<file path="src/rtl/mem_access_stage.sv">
// mem_access_stage: post-ALU memory stage driving a req/gnt/rvalid data port and a registered writeback result
module mem_access_stage #(
  parameter int unsigned TIMEOUT_CYCLES = 255
) (
  input  logic        clk,
  input  logic        rst,
  input  logic        ex_valid,
  output logic        ex_ready,
  input  logic [31:0] ex_alu_out,
  input  logic [31:0] ex_rs2_data,
  input  logic [4:0]  ex_rd,
  input  logic        ex_reg_write,
  input  logic [3:0]  ex_mem_op,
  output logic        dmem_req,
  output logic        dmem_we,
  output logic [31:0] dmem_addr,
  output logic [31:0] dmem_wdata,
  output logic [3:0]  dmem_be,
  input  logic        dmem_gnt,
  input  logic        dmem_rvalid,
  input  logic [31:0] dmem_rdata,
  output logic        wb_valid,
  output logic [4:0]  wb_rd,
  output logic        wb_reg_write,
  output logic [31:0] wb_data,
  output logic        wb_misalign,
  output logic        wb_bus_err
);
  typedef enum logic [1:0] {IDLE, REQ, WAIT} state_t;
  state_t state, state_n;
  logic [3:0]  op;
  logic [31:0] addr;
  logic [31:0] wdata;
  logic [3:0]  be;
  logic [4:0]  rd;
  logic        rw;
  logic [31:0] cnt;
  logic        accept, in_mem, in_mis, is_store, timeout;
  logic [7:0]  ld_byte;
  logic [15:0] ld_half;
  logic [31:0] ld_data;
  logic [31:0] st_data;
  logic [3:0]  st_be;
  // Decode of the incoming op, store lane steering and load extraction
  always_comb begin
    accept   = ex_valid & ex_ready;
    in_mem   = ex_mem_op inside {[4'd1:4'd8]};
    in_mis   = ((ex_mem_op inside {4'd2, 4'd5, 4'd7}) & ex_alu_out[0]) |
               ((ex_mem_op inside {4'd3, 4'd8}) & |ex_alu_out[1:0]);
    is_store = op inside {[4'd6:4'd8]};
    timeout  = (TIMEOUT_CYCLES != 0) && (cnt + 32'd1 == TIMEOUT_CYCLES);
    st_data  = (ex_mem_op == 4'd6) ? {4{ex_rs2_data[7:0]}} :
               (ex_mem_op == 4'd7) ? {2{ex_rs2_data[15:0]}} : ex_rs2_data;
    st_be    = (ex_mem_op inside {4'd1, 4'd4, 4'd6}) ? 4'b0001 << ex_alu_out[1:0] :
               (ex_mem_op inside {4'd2, 4'd5, 4'd7}) ? (ex_alu_out[1] ? 4'b1100 : 4'b0011) : 4'b1111;
    ld_byte  = dmem_rdata[{addr[1:0], 3'b000} +: 8];
    ld_half  = dmem_rdata[{addr[1], 4'b0000} +: 16];
    ld_data  = (op == 4'd1) ? {{24{ld_byte[7]}}, ld_byte} :
               (op == 4'd2) ? {{16{ld_half[15]}}, ld_half} :
               (op == 4'd4) ? {24'd0, ld_byte} :
               (op == 4'd5) ? {16'd0, ld_half} : dmem_rdata;
  end
  // State register; async reset drops dmem_req immediately
  always_ff @(posedge clk or posedge rst)
    if (rst) state <= IDLE;
    else     state <= state_n;
  // Next-state logic
  always_comb begin
    state_n = state;
    if (state == IDLE && accept && in_mem && !in_mis) state_n = REQ;
    if (state == REQ && dmem_gnt) state_n = is_store ? IDLE : WAIT;
    if (state == WAIT && (dmem_rvalid || timeout)) state_n = IDLE;
  end
  // Handshake and memory-port outputs
  always_comb begin
    ex_ready   = state == IDLE;
    dmem_req   = state == REQ;
    dmem_we    = dmem_req & is_store;
    dmem_be    = dmem_req ? be : 4'd0;
    dmem_addr  = {addr[31:2], 2'b00};
    dmem_wdata = wdata;
  end
  // Access latch, watchdog counter and registered writeback pulse
  always_ff @(posedge clk or posedge rst)
    if (rst) begin
      {op, addr, wdata, be, rd, rw, cnt} <= '0;
      {wb_valid, wb_rd, wb_reg_write, wb_data, wb_misalign, wb_bus_err} <= '0;
    end else begin
      wb_valid <= 1'b0;
      if (state == IDLE && accept) begin
        if (!in_mem || in_mis) begin
          wb_valid     <= 1'b1;
          wb_rd        <= ex_rd;
          wb_reg_write <= ex_reg_write & !in_mis;
          wb_data      <= ex_alu_out;
          wb_misalign  <= in_mis;
          wb_bus_err   <= 1'b0;
        end else begin
          op    <= ex_mem_op;
          addr  <= ex_alu_out;
          wdata <= st_data;
          be    <= st_be;
          rd    <= ex_rd;
          rw    <= ex_reg_write;
        end
      end
      if (state == REQ && dmem_gnt) begin
        cnt <= '0;
        if (is_store) begin
          wb_valid     <= 1'b1;
          wb_rd        <= rd;
          wb_reg_write <= 1'b0;
          wb_data      <= addr;
          wb_misalign  <= 1'b0;
          wb_bus_err   <= 1'b0;
        end
      end
      if (state == WAIT) begin
        if (dmem_rvalid || timeout) begin
          wb_valid     <= 1'b1;
          wb_rd        <= rd;
          wb_reg_write <= dmem_rvalid & rw;
          wb_data      <= dmem_rvalid ? ld_data : addr;
          wb_misalign  <= 1'b0;
          wb_bus_err   <= !dmem_rvalid;
        end else begin
          cnt <= cnt + 32'd1;
        end
      end
    end
endmodule

</file>
<file path="config.mk">
export PLATFORM = sky130hd
export DESIGN_NAME = mem_access_stage
export DESIGN_NICKNAME = d
export VERILOG_FILES = /design/src/rtl/mem_access_stage.sv
export SDC_FILE = /design/constraint.sdc
export NUM_CORES = 1
export LEC_CHECK = 0
export ABC_AREA = 1
export CORE_ASPECT_RATIO = 0.5
export CORE_MARGIN = 2
export CORE_UTILIZATION = 45
export CTS_BUF_LIST = sky130_fd_sc_hd__clkbuf_4
export CTS_CLUSTER_DIAMETER = 200
export DETAILED_ROUTE_END_ITERATION = 8
export PLACE_DENSITY_LB_ADDON = 0.25
export SKIP_LAST_GASP = 1
export SYNTH_ARGS = -nofsm -noshare
export SYNTH_HDL_FRONTEND = slang
export SYNTH_SLANG_ARGS = --single-unit
</file>
<file path="constraint.sdc">
create_clock -name clk -period 5.9 [get_ports clk]
set_input_delay 0.885 -clock clk [delete_from_list [all_inputs] [get_ports clk]]
set_output_delay 0.885 -clock clk [all_outputs]
set_load 0.05 [all_outputs]
</file>
### Word level (Yosys, flattened, before mapping)

Index checks and enable logic that the tools add are counted.

* add/sub/neg operators: 1
* order comparisons: 4
* equality and inequality tests: 15
* shift-type cells: 3
* multiplexer cells: 54
* bitwise operators: 8
* reductions and logical operators: 19

Operators with widths (number)
* $mux 32: 16
* $add 32x1->32 const B: 1
* $eq 32x8->1 const B: 1
* $shiftx 32x6->16: 1
* $shiftx 32x6->8: 1
* $mux 5: 6
* $eq 4x3->1 const B: 6
* $mux 1: 24
* $mux 4: 4
* $eq 4x2->1 const B: 3
* $reduce_bool 3->1: 3
* $eq 4x1->1 const B: 2
* $le 4x4->1 const B: 2
* $mux 2: 4
* $logic_and 1x1->1: 7
* $and 1x1->1: 6
* $eq 4x4->1 const B: 1
* $ge 4x1->1 const B: 1
* $ge 4x3->1 const B: 1
* $shl 1x2->4 const A: 1
* $logic_not 1->1: 3
* $eq 2x1->1 const B: 1
* $eq 2x2->1 const B: 1
* $logic_not 2->1: 1
* other kinds (6): 7

* flip-flop bits (word level): 153
* logic and storage cells: 118

### Depth between registers and ports, before layout

* depth after elaboration: 12
* mapped depth: 20
* depth with buffers taken out: 18

### Worst setup path after synthesis

OpenSTA, ideal clock, no wires.

* path type: register to register
* start: reg state[0]
* end: reg wb_data[23]
* library setup time: 0.116 ns
* arrival time: 3.009 ns
* required time: 5.784 ns
* slack: 2.775 ns
* cell stages (with the launch flop): 12
* clock period less this slack: 3.125 ns
* path through: dfrtp_1 -> inv_1 -> nor2_1 -> inv_1 -> nor2_1 -> nand2_1 -> clkbuf_1 -> clkbuf_1 -> o22ai_1 -> nor2_1 -> nand2_1 -> nand2_1

* elaborated cells between the ends (all ways): 11
* those cells by class: eq/ne: 2; mux: 5; bitwise: 1; reduce/logical: 3

RTL lines
* start, declared: line 30 `state_t state, state_n;`
* start signal, assigned: line 66 `else state <= state_n;`
* $eq 2x1->1 *
* named net dmem_req: line 14 `output logic dmem_req,`
* $logic_and 1x1->1 *: line 107 `if (state == REQ && dmem_gnt) begin`
* $mux 32 *: line 107
* $mux 32: line 119 `if (dmem_rvalid || timeout) begin`
* $mux 32 *: line 118 `if (state == WAIT) begin`
* end signal, assigned: line 95 `wb_data <= ex_alu_out;`
* end signal, assigned: line 113 `wb_data <= addr;`
* end signal, assigned: line 123 `wb_data <= dmem_rvalid ? ld_data : addr;`
* end, declared: line 25 `output logic [31:0] wb_data,`

The timed path passes the listed nets; every way through them passes the cells marked *.
A chain may end at the register's enable or synchronous reset.

### Worst setup path after layout

* start: in ex_mem_op[1]
* end: reg wb_data[1]

* cells in the longest elaborated chain, start to end: 11
* elaborated cells between the ends (all ways): 21
* those cells by class: order compare: 2; eq/ne: 5; mux: 6; bitwise: 3; reduce/logical: 5

Ends and longest elaborated chain
* start, declared: line 13 `input logic [3:0] ex_mem_op,`
* $eq 4x2->1 (tied with other cells): line 48 `in_mis = ((ex_mem_op inside {4'd2, 4'd5, 4'd7}) & ex_alu_out[0]) |`
* $reduce_bool 3->1 / $reduce_bool 2->1 (equally long branches): line 48, 49
* $and 1x1->1, on equally long branches: line 48, 49
* $or 1x1->1: line 48
* $logic_or 1x1->1 *: line 91 `if (!in_mem || in_mis) begin`
* $mux 32 *: line 91
* $mux 32 *: line 90 `if (state == IDLE && accept) begin`
* $mux 32: line 109 `if (is_store) begin`
* $mux 32 *: line 107
* $mux 32: line 119
* $mux 32 *: line 118

Mark *: on every way between the ends. The rest lies on a longest branch, timed or not.

==> out/metrics.csv <==
stage,metric,value,unit
global_route,track_usage,0.279,
worst_setup_path,cp-end-kind,flop,
worst_setup_path,path_cells,clkdlybuf4s50_1 > nor2_1 > nand2_1 > a22oi_1 > nand3_1 > nand2_1 > clkinv_1 > a21oi_1 > nand3_1 > nand2_1 > inv_1,
die,die_y,106,um
worst_setup_path,rr_startpoint,cnt[0],
layout,fillers,1991,
clocking,hold_buffers,0,
synthesis,synth_ff_type,dfrtp_1,
layout,multi_input_area,0.00457,mm2
worst_setup_path,r2r_slack,2.18,ns
global_route,first_global_vias,9307,
power,p_total,0.00610,W
sta,tns,0,ns
power,vdd_drop_max,0.357,mV
worst_setup_path,cpMostUsedCell,nand2_1,
synthesis,ys_types,47,
sta,layout_worst_path_cycle_share,0.666,
layout,final_cell_mix,"nand2_1 (407), clkdlybuf4s50_1 (220), dfrtp_1 (153)",
routing,ant_nets,0,
layout,fin_nets,1601,
worst_setup_path,path_class,in -> reg,
hold_path,hp-start,rd[2],
clocking,cts_made_buffers,17,
sta,tightest_slew,1.33,ns
layout,regArea,0.00383,mm2
routing,via_per_inst,5.44,
sta,rsz0062_at_grt,no,
clocking,cts-resized-gates,0,
die,die_area,0.0222,mm2
worst_setup_path,cp_slowest_stage_delay,0.91,ns
routing,vias,9649,
die,core-area,0.0206,mm2
place,gp_congestion,0.956,
clocking,postCtsSetupBuffers,0,
synthesis,synth_edf_count,0,
worst_setup_path,cp.required,6.43,ns
sta,relSlewSlack,0.113,
synthesis,yosysSeqAreaShare,0.406,
synthesis,syn_avg_cell_area,7.04,um2
clocking,cts_root_buffer,clkbuf_4,
job,cap_violations,0,
routing,post_drt_wl_per_cell,17.0,um
place,port-buffer-count,220,
synthesis,synth-seq-cells,153,
layout,area_delta_synth_final,24.1,%
routing,routed_wl,30100,um
place,hpwl,21700,um
sta,setup_viol,0,
die,initial_core_util,0.458,
hold_path,min_to,wb_rd[2],
global_route,antenna_found_initial,1,
worst_setup_path,timing.rr.end,wb_data[3],
layout,final_common_cell,nand2_1,
synthesis,netlist_instances,1338,
global_route,overflow,0,
clocking,clk_pin_slew_worst_paths,0.14,ns
synthesis,ys_async_sr_fraction,1.00,
layout,drive_above_1_share,0.0507,
clocking,cts_tree,done,
die,die_w,209,um
die,pin_count,223,
sta,fmax,254,MHz
layout,num_antenna_cells,0,
die,core.rowCount,37,
worst_setup_path,cp_max_fo,27,
worst_setup_path,start_kind,input pin,
hold_path,hold_class,reg -> reg,
sta,finalHoldViolCount,0,
worst_setup_path,reg2regPathDepth,18,
sta,drv_slew,0,
clocking,cts_sinks,153,
routing,drt_first_pass_iters,9,
clocking,cts.path.max_buffers,2,
routing,drtIter0Drc,1024,
power,p_leak,5.32,nW
global_route,grt_max_degree,108,
clocking,insertion_delay,0.61,ns
worst_setup_path,arrival,4.46,ns
sta,period_needed,3.93,ns
sta,fin_skew,0.0171,ns
worst_setup_path,crit_slowest_cell,clkinv_1,
power,p_per_area,522,mW/mm2
clocking,cts.htree.levels,4,
outcome,run_status,finished clean,
synthesis,syn_area,0.00942,mm2
routing,drc,0,
hold_path,hold_depth,2,
global_route,grt_pass1_wl,48600,um
synthesis,ys_warn_count,0,
worst max-delay path by stage:
stage                       startpoint          end  slack, ns  depth (start not counted)
after global placement    ex_mem_op[1]   wb_data[1]       1.54                         11
after global routing      ex_mem_op[1]  wb_data[14]       1.64                         10
after detailed placement  ex_mem_op[1]  wb_data[13]       1.41                         10
after CTS                 ex_mem_op[1]   wb_data[1]       2.10                         11
final                     ex_mem_op[1]   wb_data[1]       1.97                         11
after floorplan                    rst      addr[0]       0.89                          1
critical path: cells and delay by family:
kind	cells	cell delay (ns)
buf+inv	3	1.61
simple gates	6	1.45
compound gates	2	0.50
power breakdown:
part           internal (W)  switching (W)
clock              0.000163       0.000407
sequential          0.00147       0.000367
combinational       0.00118        0.00251
total               0.00281        0.00329
registers in the layout, summed over array words and instances, names as in the netlist:
| name | flops |
|---|---|
| state | 2 |
| wb_reg_write | 1 |
| wb_data | 32 |
| wb_bus_err | 1 |
| cnt | 32 |
| wb_rd | 5 |
| rw | 1 |
| addr | 32 |
| be | 4 |
| dmem_wdata | 32 |
| wb_valid | 1 |
| op | 4 |
| wb_misalign | 1 |
| rd | 5 |
synthesized netlist by cell type, drive strengths merged, types with 9 or more instances:
library cell | instances | area, um2
inv | 119 | 447
a21oi | 49 | 245
dfrtp | 153 | 3830
a31oi | 21 | 131
buf | 51 | 399
nor2 | 161 | 673
nor3 | 9 | 45.0
a22oi | 16 | 120
o22ai | 27 | 169
o221ai | 9 | 78.8
nand2 | 412 | 1560
clkbuf | 48 | 180
o21ai | 118 | 598
nand3 | 79 | 443
nand4 | 20 | 125
nand3b | 11 | 82.6
cells by family after synthesis:
| kind of cell | Yosys count | synth area share |
|---|---|---|
| buffers and inverters | 221 | 0.110 |
| other | 1 | 0.000398 |
| muxes | 6 | 0.00638 |
| xor gates and xnor gates | 3 | 0.00279 |
| adders and majority gates | 2 | 0.00266 |
| DFF | 153 | 0.406 |
| AOI/OAI and AO/OA | 258 | 0.158 |
| and+or+nand+nor | 694 | 0.313 |
per-stage QoR:
step | area, um2 | instances | utilization | setup WS, ns | hold WS [ns]
finish | 11700 | 1773 | 0.569 | 1.97 | 0.491
global route | 11700 | 1773 | 0.569 | 1.64 | 0.522
CTS | 11700 | 1773 | 0.569 | 2.10 | 0.495
detailed placement | 11500 | 1742 | 0.558 | 1.41 | 0.462
global placement | 11500 | 1742 | 0.558 | 1.54 | 0.453
floorplan | 9420 | 1339 | - | 0.894 | 0.442
cell type report:
cell class / instances / area share
well taps: 273 / 0.0292
inverters: 122 / 0.0396
multi-input cells: 965 / 0.391
repair buffers: 229 / 0.194
flip-flops and latches: 153 / 0.328
clock buffers: 18 / 0.0116
clock inverters: 13 / 0.00717
per-layer routing:
metal	track usage	vias to the layer above	wire length, um
met5	0	-	11
met4	0.0974	2	727
met3	0.0715	60	2200
met2	0.456	375	14300
met1	0.360	4554	12900
li1	-	4658	-
No activity file was read; power rests on OpenSTA's default activity.
==> edit 1 (config.mk and constraints unchanged) <==
Make the reset (`rst`) synchronous in 2 clocked blocks. Comments in the files are not updated.
--- a/src/rtl/mem_access_stage.sv
+++ b/src/rtl/mem_access_stage.sv
@@ -62,5 +62,5 @@
   end
   // State register; async reset drops dmem_req immediately
-  always_ff @(posedge clk or posedge rst)
+  always_ff @(posedge clk)
     if (rst) state <= IDLE;
     else     state <= state_n;
@@ -82,5 +82,5 @@
   end
   // Access latch, watchdog counter and registered writeback pulse
-  always_ff @(posedge clk or posedge rst)
+  always_ff @(posedge clk)
     if (rst) begin
       {op, addr, wdata, be, rd, rw, cnt} <= '0;
Check against the original RTL: differs if rst is asserted again (counterexample within 4 cycles, from zero or initial values and one cycle with rst high); with rst held inactive, the same outputs for 4 cycles.
==> edit 1 against the unedited design <==
Cell count up 7.7%; sequential share of layout area shrank 6.2 points; sequential cell count is the same; routed wire length increased by 4.4%; core utilization rose by 1.5 points; design area decreased by 1.3%; synthesized area is 1.9% lower; fmax shrank 2.8%; non-clock buffer count is 1 lower; worst setup slack worse by 110 ps; hold slack got worse by 18 ps; die area decreased by 1.8%; largest cell class unchanged.
Power is not compared: it rests on default switching activity, and its combinational part moved more than twofold at a synthesized area within 25%.
==> edit 1: results (changes against the unedited design) <==
Status
  • Outcome: complete, no violations (unchanged)

Final layout
  • Logic inverters: 139 (was 122)
  • Multi-input gate area: 0.00507 mm^2 (was 0.00457 mm^2)
  • Layout Nets: 1,744 (was 1,601)
  • # fillers: 1,882 (was 1,991)
  • Sequential share of cell area: 26.5% (was 32.8%)
  • Buffers excl. clock: 228 (was 229)
  • Clock-cell share of area: 2.47% (was 1.87%)

Global route
  • Global-route wire length before repair: 49.7 mm (was 48.6 mm)
  • Initial antenna violation count: 0 (was 1)

Critical path
  • Worst EP arrival: 4570 ps (was 4460 ps)
  • Worst r2r path cells: 15 (was 18)
  • Critical Path Source: cnt[1] (was ex_mem_op[1])
  • CP max stage cell: nand2_1 (was clkinv_1)

Detailed routing
  • Wire length on met1: 13.8 mm (was 12.9 mm)
  • DRT iter0 DRCs: 913 (was 1,024)
  • DR WL met2: 14.6 mm (was 14.3 mm)

Logic synthesis
  • Mux cell area share after synthesis: 0.961% (was 0.638%)
  • Sequential-to-total area share from yosys stat: 33.1% (was 40.6%)
  • Syn avg cell area: 6.16 um^2 (was 7.04 um^2)
  • Main area contributors after synthesis: dfxtp_1, nand2_1, o21ai_0, nor2_1, a21oi_1 (was dfrtp_1, nand2_1, nor2_1, o21ai_0, inv_1)
  • Synth cell count leaders: nand2_1, nor2_1, o21ai_0 (was nand2_1, dfrtp_1, nor2_1)
  • Synth Area in Adders: 0.271% (was 0.266%)

STA
  • Slew @ Worst Pin: 1360 ps (was 1330 ps)

Place
  • Cells after DPL: 1,878 (was 1,742)
  • Post-DP HPWL: 22.0 mm (was 21.7 mm)

Min path
  • Hold endpoint: rd[0] (was wb_rd[2])
edit 1: cell count changes after synthesis, sizes merged, moves of 13 or more:
cell	before	now
dfrtp	153	0
dfxtp	0	153
a21oi	49	124
o21ai	118	190
nor2	161	229
nand2	412	346
nand3	79	108
o22ai	27	1
inv	119	134
clkbuf	48	61
edit 1: layer usage:
layer	vias up	global-route usage (%)
li1	5134	-
met1	4817	38.2
met2	431	46.0
met3	63	5.53
met4	0	9.47
met5	-	0
edit 1: metrics by stage:
step / area, um^2 / total power (W) / hold WS, ps / setup slack [ps]
finish: 11500 / 0.00274 / 473 / 1860
global route: 11500 / 0.00288 / 486 / 1520
CTS: 11500 / 0.00275 / 473 / 1950
global placement: 11300 / 0.00205 / 441 / 1710
floorplan: 9250 / 0.00177 / 430 / 2400
detailed placement: 11300 / 0.00207 / 453 / 1570
==> edit 2 (config.mk and constraints unchanged) <==
Without the edit above. `TIMEOUT_CYCLES`: 255 -> 191.
--- a/src/rtl/mem_access_stage.sv
+++ b/src/rtl/mem_access_stage.sv
@@ -1,5 +1,5 @@
 // mem_access_stage: post-ALU memory stage driving a req/gnt/rvalid data port and a registered writeback result
 module mem_access_stage #(
-  parameter int unsigned TIMEOUT_CYCLES = 255
+  parameter int unsigned TIMEOUT_CYCLES = 191
 ) (
   input  logic        clk,
Check against the original RTL: same outputs for any inputs over 4 cycles, from zero or initial values and one cycle with rst high; that may be too few to reach the edited logic, so the function may still have changed.
==> edit 2 against the unedited design <==
Sequential cell count unchanged; sequential share of layout area down 0.18 points; synthesized area is 0.48% lower; total power up 2.0%; worst setup slack gained 150 ps; design area is 0.55% higher; count of clock-buffer cells in the layout stayed put; register-to-register slack gained 500 ps; routed wire length grew 1.5%; non-clock buffer count decreased by 1; highest routed layer unchanged.
==> edit 2: results (changes against the unedited design) <==
Place
  • Post-DP HPWL: 22.2 mm (was 21.7 mm)
  • Placer Congestion: 0.925 (was 0.956)
  • Dpl cell area: 0.0115 mm^2 (about the same)
  • Cells after DPL: 1,746 (was 1,742)
  • Pre-CTS worst setup slack: 1620 ps (was 1410 ps)

Global route
  • Global routing usage on met3: 8.42% (was 7.15%)
  • Vias in the first global route: 9,547 (was 9,307)
  • Largest net degree at the start of global routing: 113 (was 108)
  • Total global routing track utilization: 28.1% (was 27.9%)
  • Global-route wire length before repair: 48.9 mm (was 48.6 mm)
  • Met2 GRT Util: 47.2% (was 45.6%)

Detailed routing
  • DRT iter0 DRCs: 776 (was 1,024)
  • Met3 wire length: 2.65 mm (was 2.20 mm)
  • Drt first pass iters: 5 (was 9)
  • Vias per cell: 5.47 (was 5.44)
  • Wire length on met1: 12.5 mm (was 12.9 mm)
  • Wire per inst: 17.2 um (was 17.0 um)

Clock network
  • Worst-Skew Late Latency: 590 ps (was 610 ps)
  • Reg clk slew, reported paths: 120 ps (was 140 ps)

Critical path
  • RR Startpoint: cnt[1] (was cnt[0])
  • Worst EP arrival: 4300 ps (was 4460 ps)
  • R2R Path End: wb_data[18] (was wb_data[3])
  • CP max stage cell: clkdlybuf4s50_1 (was clkinv_1)
  • Critical Path Source: ex_mem_op[0] (was ex_mem_op[1])
  • Maximum fanout along the worst path: 23 (was 27)
  • Crit path largest cell delay: 960 ps (was 910 ps)

Logic synthesis
  • Synth cell count leaders: nand2_1, dfrtp_1, nor2_1 (unchanged)
  • Main area contributors after synthesis: dfrtp_1, nand2_1, nor2_1, o21ai_0, inv_1 (unchanged)
  • Netlist cell types: 40 (was 47)
  • Syn avg cell area: 6.99 um^2 (was 7.04 um^2)

Power and ir drop
  • Maximum vdd drop: 0.000381 V (was 0.000357 V)
  • Leak pwr: 5.38 nW (was 5.32 nW)
  • Switch Pwr: 0.00328 W (was 0.00329 W)

STA
  • Slew @ Worst Pin: 1320 ps (was 1330 ps)
  • Hold_ws: 494 ps (was 491 ps)

Final layout
  • Fraction of layout cells with a size suffix above 1: 3.99% (was 5.07%)
  • # fillers: 1,915 (was 1,991)

Status
  • Outcome: complete, no violations (unchanged)

Min path
  • Hold endpoint: wb_rd[0] (was wb_rd[2])
  • HP Start: rd[0] (was rd[2])
==> edit 2: final cells by class <==
cell class	instances	area, um^2	area share, %
clock inverters	13	151	1.29
clock buffers	18	135	1.15
multi-input cells	968	4560	38.8
well taps	273	342	2.91
repair buffers	228	2260	19.2
flip-flops and latches	153	3830	32.6
inverters	124	470	4.00
==> edit 2: worst register-to-register path: stages (launching register included) <==
cell     delay [ps]
dfrtp_1         440
ha_1            270
inv_1            70
nor2_2          180
nand2_1         130
nor2_4          190
nand2_1          70
nor2_1           90
nor2_1           50
inv_1            70
nand3_1         130
nor2_4          220
nand3_4         180
nand2_4         400
inv_2           380
nand2_1         150
nand2_1          60
==> edit 2: cell families (layout without fill, tap and decap cells) <==
logic type | Yosys count | after routing | synth area share, %
AOI/OAI and AO/OA | 252 | 252 | 15.8
xor gates and xnor gates | 3 | 3 | 0.280
adders and majority gates | 2 | 2 | 0.267
buffers and inverters | 221 | 383 | 10.6
DFF | 153 | 153 | 40.8
muxes | 5 | 5 | 0.534
other | 1 | 2 | 0.0400
and+or+nand+nor | 704 | 704 | 31.6
==> edit 2: how the worst max path moves through the flow <==
stage                  end  depth (start not counted)  slack, ps
3_5_place_dp   wb_data[10]                         13       1620
4_1_cts            dmem_we                          6       2240
3_3_place_gp   wb_data[31]                         13       1830
5_1_grt        wb_data[16]                         13       1920
2_1_floorplan      addr[0]                          1        890
6_report       wb_data[10]                         13       2120
==> edit 2: power by group through the flow <==
| stage | registers, W | clock network, W | logic [W] |
|---|---|---|---|
| floorplan | 0.00259 | 0 | 0.00183 |
| detailed placement | 0.00184 | 0 | 0.00369 |
| CTS | 0.00183 | 0.000706 | 0.00369 |
| global route | 0.00188 | 0.000753 | 0.00397 |
| global placement | 0.00184 | 0 | 0.00363 |
| finish | 0.00183 | 0.000689 | 0.00370 |
